File: src/rtl/rv_multicycle_control.sv
// ---------------------------------------------------------------------------
// rv_multicycle_control
//
// Multi-cycle control FSM for the RV32I core. One instruction is in flight at
// a time and walks FETCH -> DECODE -> EXECUTE -> [MEM] -> [WB] -> FETCH.
// Every datapath write-enable and mux select is decoded here from the current
// state and the opcode latched in DECODE (op_q). Only the handshake-qualified
// strobes additionally look at imem_ready / dmem_ready / branch_taken.
//
// Parameters
//   RESET_TRAP    1: an illegal opcode parks the FSM in TRAP until reset
//                 0: an illegal opcode is skipped (PC+4, no writeback)
//
// Ports
//   clk           in   system clock, rising edge
//   rst_n         in   asynchronous active-low reset
//   opcode[6:0]   in   instruction[6:0] from the decoder (sampled in DECODE)
//   branch_taken  in   branch comparator result, used in EXECUTE
//   imem_req      out  instruction fetch request
//   imem_ready    in   fetch data valid this cycle
//   dmem_req      out  data memory request
//   dmem_we       out  1 = store, 0 = load (qualified by dmem_req)
//   dmem_ready    in   data access complete this cycle
//   ir_we         out  latch instruction register
//   pc_we         out  update PC
//   pc_sel        out  0 = PC+4, 1 = PC+imm
//   reg_we        out  register-file write enable
//   wb_sel[1:0]   out  0 = ALU, 1 = memory, 2 = PC+4, 3 = immediate
//   alu_src_imm   out  ALU operand B: 0 = rs2, 1 = immediate
//   imm_type[2:0] out  0 = I, 1 = S, 2 = B, 3 = U, 4 = J
//   illegal       out  sticky illegal-opcode flag
//   instr_retired out  one-cycle pulse per completed instruction
//   state_dbg     out  current state encoding
// ---------------------------------------------------------------------------
module rv_multicycle_control #(
    parameter bit RESET_TRAP = 1'b0
) (
    input  logic       clk,
    input  logic       rst_n,
    input  logic [6:0] opcode,
    input  logic       branch_taken,
    output logic       imem_req,
    input  logic       imem_ready,
    output logic       dmem_req,
    output logic       dmem_we,
    input  logic       dmem_ready,
    output logic       ir_we,
    output logic       pc_we,
    output logic       pc_sel,
    output logic       reg_we,
    output logic [1:0] wb_sel,
    output logic       alu_src_imm,
    output logic [2:0] imm_type,
    output logic       illegal,
    output logic       instr_retired,
    output logic [2:0] state_dbg
);

    typedef enum logic [2:0] {
        S_FETCH   = 3'd0,
        S_DECODE  = 3'd1,
        S_EXECUTE = 3'd2,
        S_MEM     = 3'd3,
        S_WB      = 3'd4,
        S_TRAP    = 3'd5
    } state_t;

    localparam logic [6:0] OP_R      = 7'b0110011;
    localparam logic [6:0] OP_I      = 7'b0010011;
    localparam logic [6:0] OP_LUI    = 7'b0110111;
    localparam logic [6:0] OP_LOAD   = 7'b0000011;
    localparam logic [6:0] OP_STORE  = 7'b0100011;
    localparam logic [6:0] OP_BRANCH = 7'b1100011;
    localparam logic [6:0] OP_JAL    = 7'b1101111;

    localparam logic [1:0] WB_ALU = 2'd0;
    localparam logic [1:0] WB_MEM = 2'd1;
    localparam logic [1:0] WB_PC4 = 2'd2;
    localparam logic [1:0] WB_IMM = 2'd3;

    localparam logic [2:0] IMM_I = 3'd0;
    localparam logic [2:0] IMM_S = 3'd1;
    localparam logic [2:0] IMM_B = 3'd2;
    localparam logic [2:0] IMM_U = 3'd3;
    localparam logic [2:0] IMM_J = 3'd4;

    state_t     state_q, state_d;
    logic [6:0] op_q, op_d;
    logic       illegal_q, illegal_d;

    // Opcode classification helpers shared by every state.
    function automatic logic is_legal(input logic [6:0] op);
        case (op)
            OP_R, OP_I, OP_LUI, OP_LOAD, OP_STORE, OP_BRANCH, OP_JAL: is_legal = 1'b1;
            default:                                                  is_legal = 1'b0;
        endcase
    endfunction

    // R-type has no immediate; I is returned as a harmless default.
    function automatic logic [2:0] imm_type_of(input logic [6:0] op);
        case (op)
            OP_STORE:  imm_type_of = IMM_S;
            OP_BRANCH: imm_type_of = IMM_B;
            OP_LUI:    imm_type_of = IMM_U;
            OP_JAL:    imm_type_of = IMM_J;
            default:   imm_type_of = IMM_I;
        endcase
    endfunction

    // Operand B is the immediate for address generation and I-type ALU ops.
    function automatic logic uses_imm(input logic [6:0] op);
        case (op)
            OP_I, OP_LOAD, OP_STORE: uses_imm = 1'b1;
            default:                 uses_imm = 1'b0;
        endcase
    endfunction

    function automatic logic [1:0] wb_sel_of(input logic [6:0] op);
        case (op)
            OP_LOAD: wb_sel_of = WB_MEM;
            OP_LUI:  wb_sel_of = WB_IMM;
            OP_JAL:  wb_sel_of = WB_PC4;
            default: wb_sel_of = WB_ALU;
        endcase
    endfunction

    always_ff @(posedge clk or negedge rst_n) begin
        if (!rst_n) begin
            state_q   <= S_FETCH;
            op_q      <= 7'd0;
            illegal_q <= 1'b0;
        end else begin
            state_q   <= state_d;
            op_q      <= op_d;
            illegal_q <= illegal_d;
        end
    end

    always_comb begin
        state_d       = state_q;
        op_d          = op_q;
        illegal_d     = illegal_q;
        imem_req      = 1'b0;
        dmem_req      = 1'b0;
        dmem_we       = 1'b0;
        ir_we         = 1'b0;
        pc_we         = 1'b0;
        pc_sel        = 1'b0;
        reg_we        = 1'b0;
        wb_sel        = WB_ALU;
        alu_src_imm   = 1'b0;
        imm_type      = IMM_I;
        instr_retired = 1'b0;

        // Outputs are gated by rst_n itself so that a reset asserted in the
        // middle of a cycle drops any request immediately, not at the next edge.
        if (rst_n) begin
            case (state_q)
                S_FETCH: begin
                    imem_req = 1'b1;
                    if (imem_ready) begin
                        ir_we   = 1'b1;
                        state_d = S_DECODE;
                    end
                end

                S_DECODE: begin
                    op_d     = opcode;
                    imm_type = imm_type_of(opcode);
                    if (is_legal(opcode)) begin
                        state_d = S_EXECUTE;
                    end else begin
                        illegal_d = 1'b1;
                        if (RESET_TRAP) begin
                            state_d = S_TRAP;
                        end else begin
                            // Skip the instruction: advance PC, nothing retires.
                            pc_we   = 1'b1;
                            pc_sel  = 1'b0;
                            state_d = S_FETCH;
                        end
                    end
                end

                S_EXECUTE: begin
                    imm_type    = imm_type_of(op_q);
                    alu_src_imm = uses_imm(op_q);
                    case (op_q)
                        OP_BRANCH: begin
                            pc_we         = 1'b1;
                            pc_sel        = branch_taken;
                            instr_retired = 1'b1;
                            state_d       = S_FETCH;
                        end
                        OP_JAL: begin
                            // Link write and jump happen together in one cycle.
                            reg_we        = 1'b1;
                            wb_sel        = WB_PC4;
                            pc_we         = 1'b1;
                            pc_sel        = 1'b1;
                            instr_retired = 1'b1;
                            state_d       = S_FETCH;
                        end
                        OP_LOAD, OP_STORE: state_d = S_MEM;
                        default:           state_d = S_WB;
                    endcase
                end

                S_MEM: begin
                    // Address operands stay selected for the whole access.
                    dmem_req    = 1'b1;
                    dmem_we     = (op_q == OP_STORE);
                    imm_type    = imm_type_of(op_q);
                    alu_src_imm = uses_imm(op_q);
                    if (dmem_ready) begin
                        if (op_q == OP_STORE) begin
                            pc_we         = 1'b1;
                            pc_sel        = 1'b0;
                            instr_retired = 1'b1;
                            state_d       = S_FETCH;
                        end else begin
                            state_d = S_WB;
                        end
                    end
                end

                S_WB: begin
                    // Selects are held so the writeback value stays stable.
                    reg_we        = 1'b1;
                    wb_sel        = wb_sel_of(op_q);
                    imm_type      = imm_type_of(op_q);
                    alu_src_imm   = uses_imm(op_q);
                    pc_we         = 1'b1;
                    pc_sel        = 1'b0;
                    instr_retired = 1'b1;
                    state_d       = S_FETCH;
                end

                S_TRAP: begin
                    state_d = S_TRAP;
                end

                default: begin
                    state_d = S_FETCH;
                end
            endcase
        end
    end

    assign illegal   = illegal_q;
    assign state_dbg = state_q;

endmodule

File: config.mk
export PLATFORM = sky130hd
export DESIGN_NAME = rv_multicycle_control
export DESIGN_NICKNAME = d
export VERILOG_FILES = /design/src/rtl/rv_multicycle_control.sv
export SDC_FILE = /design/constraint.sdc
export NUM_CORES = 1
export LEC_CHECK = 0
export ABC_AREA = 1
export CORE_MARGIN = 2
export CORE_UTILIZATION = 45
export CTS_BUF_LIST = sky130_fd_sc_hd__clkbuf_8
export CTS_CLUSTER_SIZE = 16
export DETAILED_ROUTE_END_ITERATION = 12
export PLACE_DENSITY = 0.82
export SYNTH_ARGS = -nofsm -noshare
export SYNTH_HDL_FRONTEND = slang
export SYNTH_SLANG_ARGS = --single-unit
File: constraint.sdc
create_clock -name clk -period 3.85 [get_ports clk]
set_input_delay 0.385 -clock clk [delete_from_list [all_inputs] [get_ports clk]]
set_output_delay 0.385 -clock clk [all_outputs]
set_load 0.005 [all_outputs]
==> run_results.csv <==
group,metric,value,unit
outcome,status,"finished clean",
synth,netlist_area,885.9,um^2
timing,hold_violations,0,
global_routing,first_global_vias,968,
synth,yosys.area_share.simple,42.94,%
drt,avgViaCountPerCell,5.089,
placed_design,portBuffers,29,
pwr,powerDensity,459.1,nW/um^2
global_routing,antenna_found_initial,0,
synth,synthesis.instances,143,
die,rows,16,
timing,worst_pin_slew,0.2455,ns
drt,dr.pass1.iters,4,
placed_design,gp_congestion,0.8613,
cts,clkSlewWorstSetupHoldPaths,0.05,ns
cts,cts_hold_buf,0,
synth,synth_xor_area_share,0,%
die,die_x,48.37,um
setup_path,crit_family,"buffers and inverters",
setup_path,worstSetupPathType,"in2out",
cts,cts_buffers,3,
placed_design,dpl_cell_area,1206,um^2
synth,yosys_warnings,0,
die,core-area,1902,um^2
synth,ys_top_cells_by_area,"dfrtp_1 (31%), nand2_1 (21%), nor2_1 (9.7%), inv_1 (6.8%), o21ai_0 (5.1%)",
timing,fin_skew,0.0005972,ns
cells_and_area,fin_area,1251,um^2
setup_path,slowest_stage,"clkdlybuf4s50_1",
global_routing,grt_start_max_net_pins,18,
synth,synth_edf_count,0,
pwr,ir_worst_vdd,0.0003823,V
die,die_area,2340,um^2
cells_and_area,final_util,65.79,%
timing,fmax,0.3814,GHz
synth,seq_area_frac_synth,31.07,%
cts,clock-root-buffer,"clkbuf_8",
timing,final.min_clock_period,2.622,ns
job,drv_cap,0,
synth,synth_compound_area_share,12.29,%
setup_path,timing.critical_path.fanout_max,17,
drt,drc,0,
global_routing,grt_pass1_wl,3.946,mm
cts,post_cts_buffers,0,
timing,fin_setup_tns,0,ns
synth,synthFlopType,"dfrtp_1",
setup_path,max_stage_delay,0.52,ns
cells_and_area,nNetsFinal,189,
global_routing,grt_use_total,20.90,%
setup_path,cp-start-kind,"primary input",
pwr,cellLeakagePower,0.6197,nW
die,die_h,48.37,um
synth,synth_top_cell_by_area,"dfrtp_1",
setup_path,crit_chain,"clkdlybuf4s50_1, buf_4, inv_2, nor3_1, nand2_1, a22oi_1, clkdlybuf4s50_1",
die,pin_count,30,
die,start_util,46.58,%
cts,cts-resized-gates,0,
cts,htreeDepth,1,
synth,synth_top_family_by_area,"simple AND/OR/NAND/NOR gates",
synth,synth-seq-cells,11,
cts,cts_buffer_depth,2,
synth,synth.top_cells.by_count,"nand2_1 (50), nor2_1 (23), inv_1 (16), dfrtp_1 (11), o21ai_0 (9)",
drt,post_drt_wl_per_cell,11.23,um
synth,yosys.area_share.adder,0,%
drt,initialDrtViolationCount,25,
timing,rsz0062_at_grt,"no",
cells_and_area,area_growth,41.24,%
synth,syn_avg_cell_area,6.195,um^2
synth,async_flop_share,100.0,%
timing,finalCritPeriodShare,68.10,%
hold_path,hold_class,"reg2reg",
global_routing,grt.overflow.total,0,
cells_and_area,fillerInstances,162,
synth,synth_nets,155,
synth,synth_mux_area_share,4.237,%
synth,synth.most_common_cell,"nand2_1",
synth,yosysUniqueCellTypes,26,
cts,cts.sinks,11,
setup_path,critPathArrivalTime,2.24,ns
drt,ant_nets,0,
synth,synth_top_area_share,31.07,%
setup_path,worstPathRequired,3.46,ns
cts,insertion_delay,0.23,ns
drt,wirelength,2.279,mm
placed_design,dpl.hpwl,1.851,mm
cells_and_area,antenna_cells,0,
cts,cts_tree,"done",
setup_path,endpoint_kind,"output port",
timing,slew_headroom,83.51,%
setup_path,path_buf_inv,4,
drt,vias,1033,
timing,slew_violations,0,
cells_and_area,layout-drive-gt1-share,7.955,%
timing,setup_viol,0,
setup_path,cp_common_cell,"clkdlybuf4s50_1",
[area by class of cell]
cell class	count	area, um^2	area share (%)
Multi-Input combinational cell	112	526.8	42.10
Timing Repair Buffer	30	297.8	23.80
Sequential cell	11	275.3	22.00
Inverter	19	72.57	5.800
Clock buffer	3	41.29	3.300
Tap cell	27	33.78	2.700
Clock inverter	1	3.754	0.3000
[per-layer routing]
layer	wire length [um]	part of all wire (%)	vias to the layer above	GRT usage, %
met3	165	7.2	4	5.556
li1	-	-	521	-
met2	1114	49	41	38.19
met1	979	43	467	23.81
met4	19	0.83	0	6.190
met5	0	0	-	0
[report_power, final]
part           internal [mW]  switching (mW)
logic                  0.112           0.144
clock network         0.0697          0.0405
registers              0.159          0.0488
[cell families (layout without fill, tap and decap cells)]
group	count (synthesis)	after routing
AO/OA/AOI/OAI	18	18
buffers and inverters	20	53
AND/OR/NAND/NOR	91	91
multiplexers	3	3
flip-flops	11	11
[worst paths after layout]
| kind | start | end | slack, ns | depth (start not counted) |
|---|---|---|---|---|
| hold / removal | illegal | illegal | 0.48 | 1 |
| max in group asynchronous | rst_n | op_q[1] | 3.16 | 2 |
| setup / recovery | rst_n | wb_sel[1] | 1.23 | 7 |
| setup reg to reg | state_dbg[2] | state_dbg[0] | 2.34 | 8 |
| hold reg to reg | illegal | illegal | 0.48 | 1 |
| min in group asynchronous | rst_n | state_dbg[2] | 0.49 | 2 |
[per-stage QoR]
step	setup slack (ns)	instances	hold WS (ns)	power (mW)
after floorplan	2.369	143	0.08941	0.3756
after global placement	1.274	199	0.4640	0.4521
after detailed placement	1.227	199	0.4713	0.4644
after CTS	1.218	203	0.4872	0.5763
after global routing	1.098	203	0.5070	0.6280
final	1.228	203	0.4831	0.5744
[state kept, by name, indices dropped and copies added, names as in the netlist]
name	cells
op_q	7
state_dbg	3
illegal	1
[layout by cell type, fill, tap and decap left out]
master / count
nand2_1: 50
clkdlybuf4s50_1: 29
nor2_1: 23
inv_1: 17
dfrtp_1: 11
o21ai_0: 9
nand3_1: 8
nor3_1: 3
a21oi_1: 3
clkbuf_8: 3
inv_2: 2
mux2_2: 2
nand3b_1: 1
nor2_2: 1
nand2_2: 1
clkinv_2: 1
o21a_1: 1
nor4_1: 1
a22oi_1: 1
o211a_1: 1
nor3b_1: 1
nand2_4: 1
mux2_4: 1
a21boi_0: 1
o21ai_2: 1
o21bai_1: 1
nand4_1: 1
buf_4: 1
No activity file was read; power rests on OpenSTA's default activity.
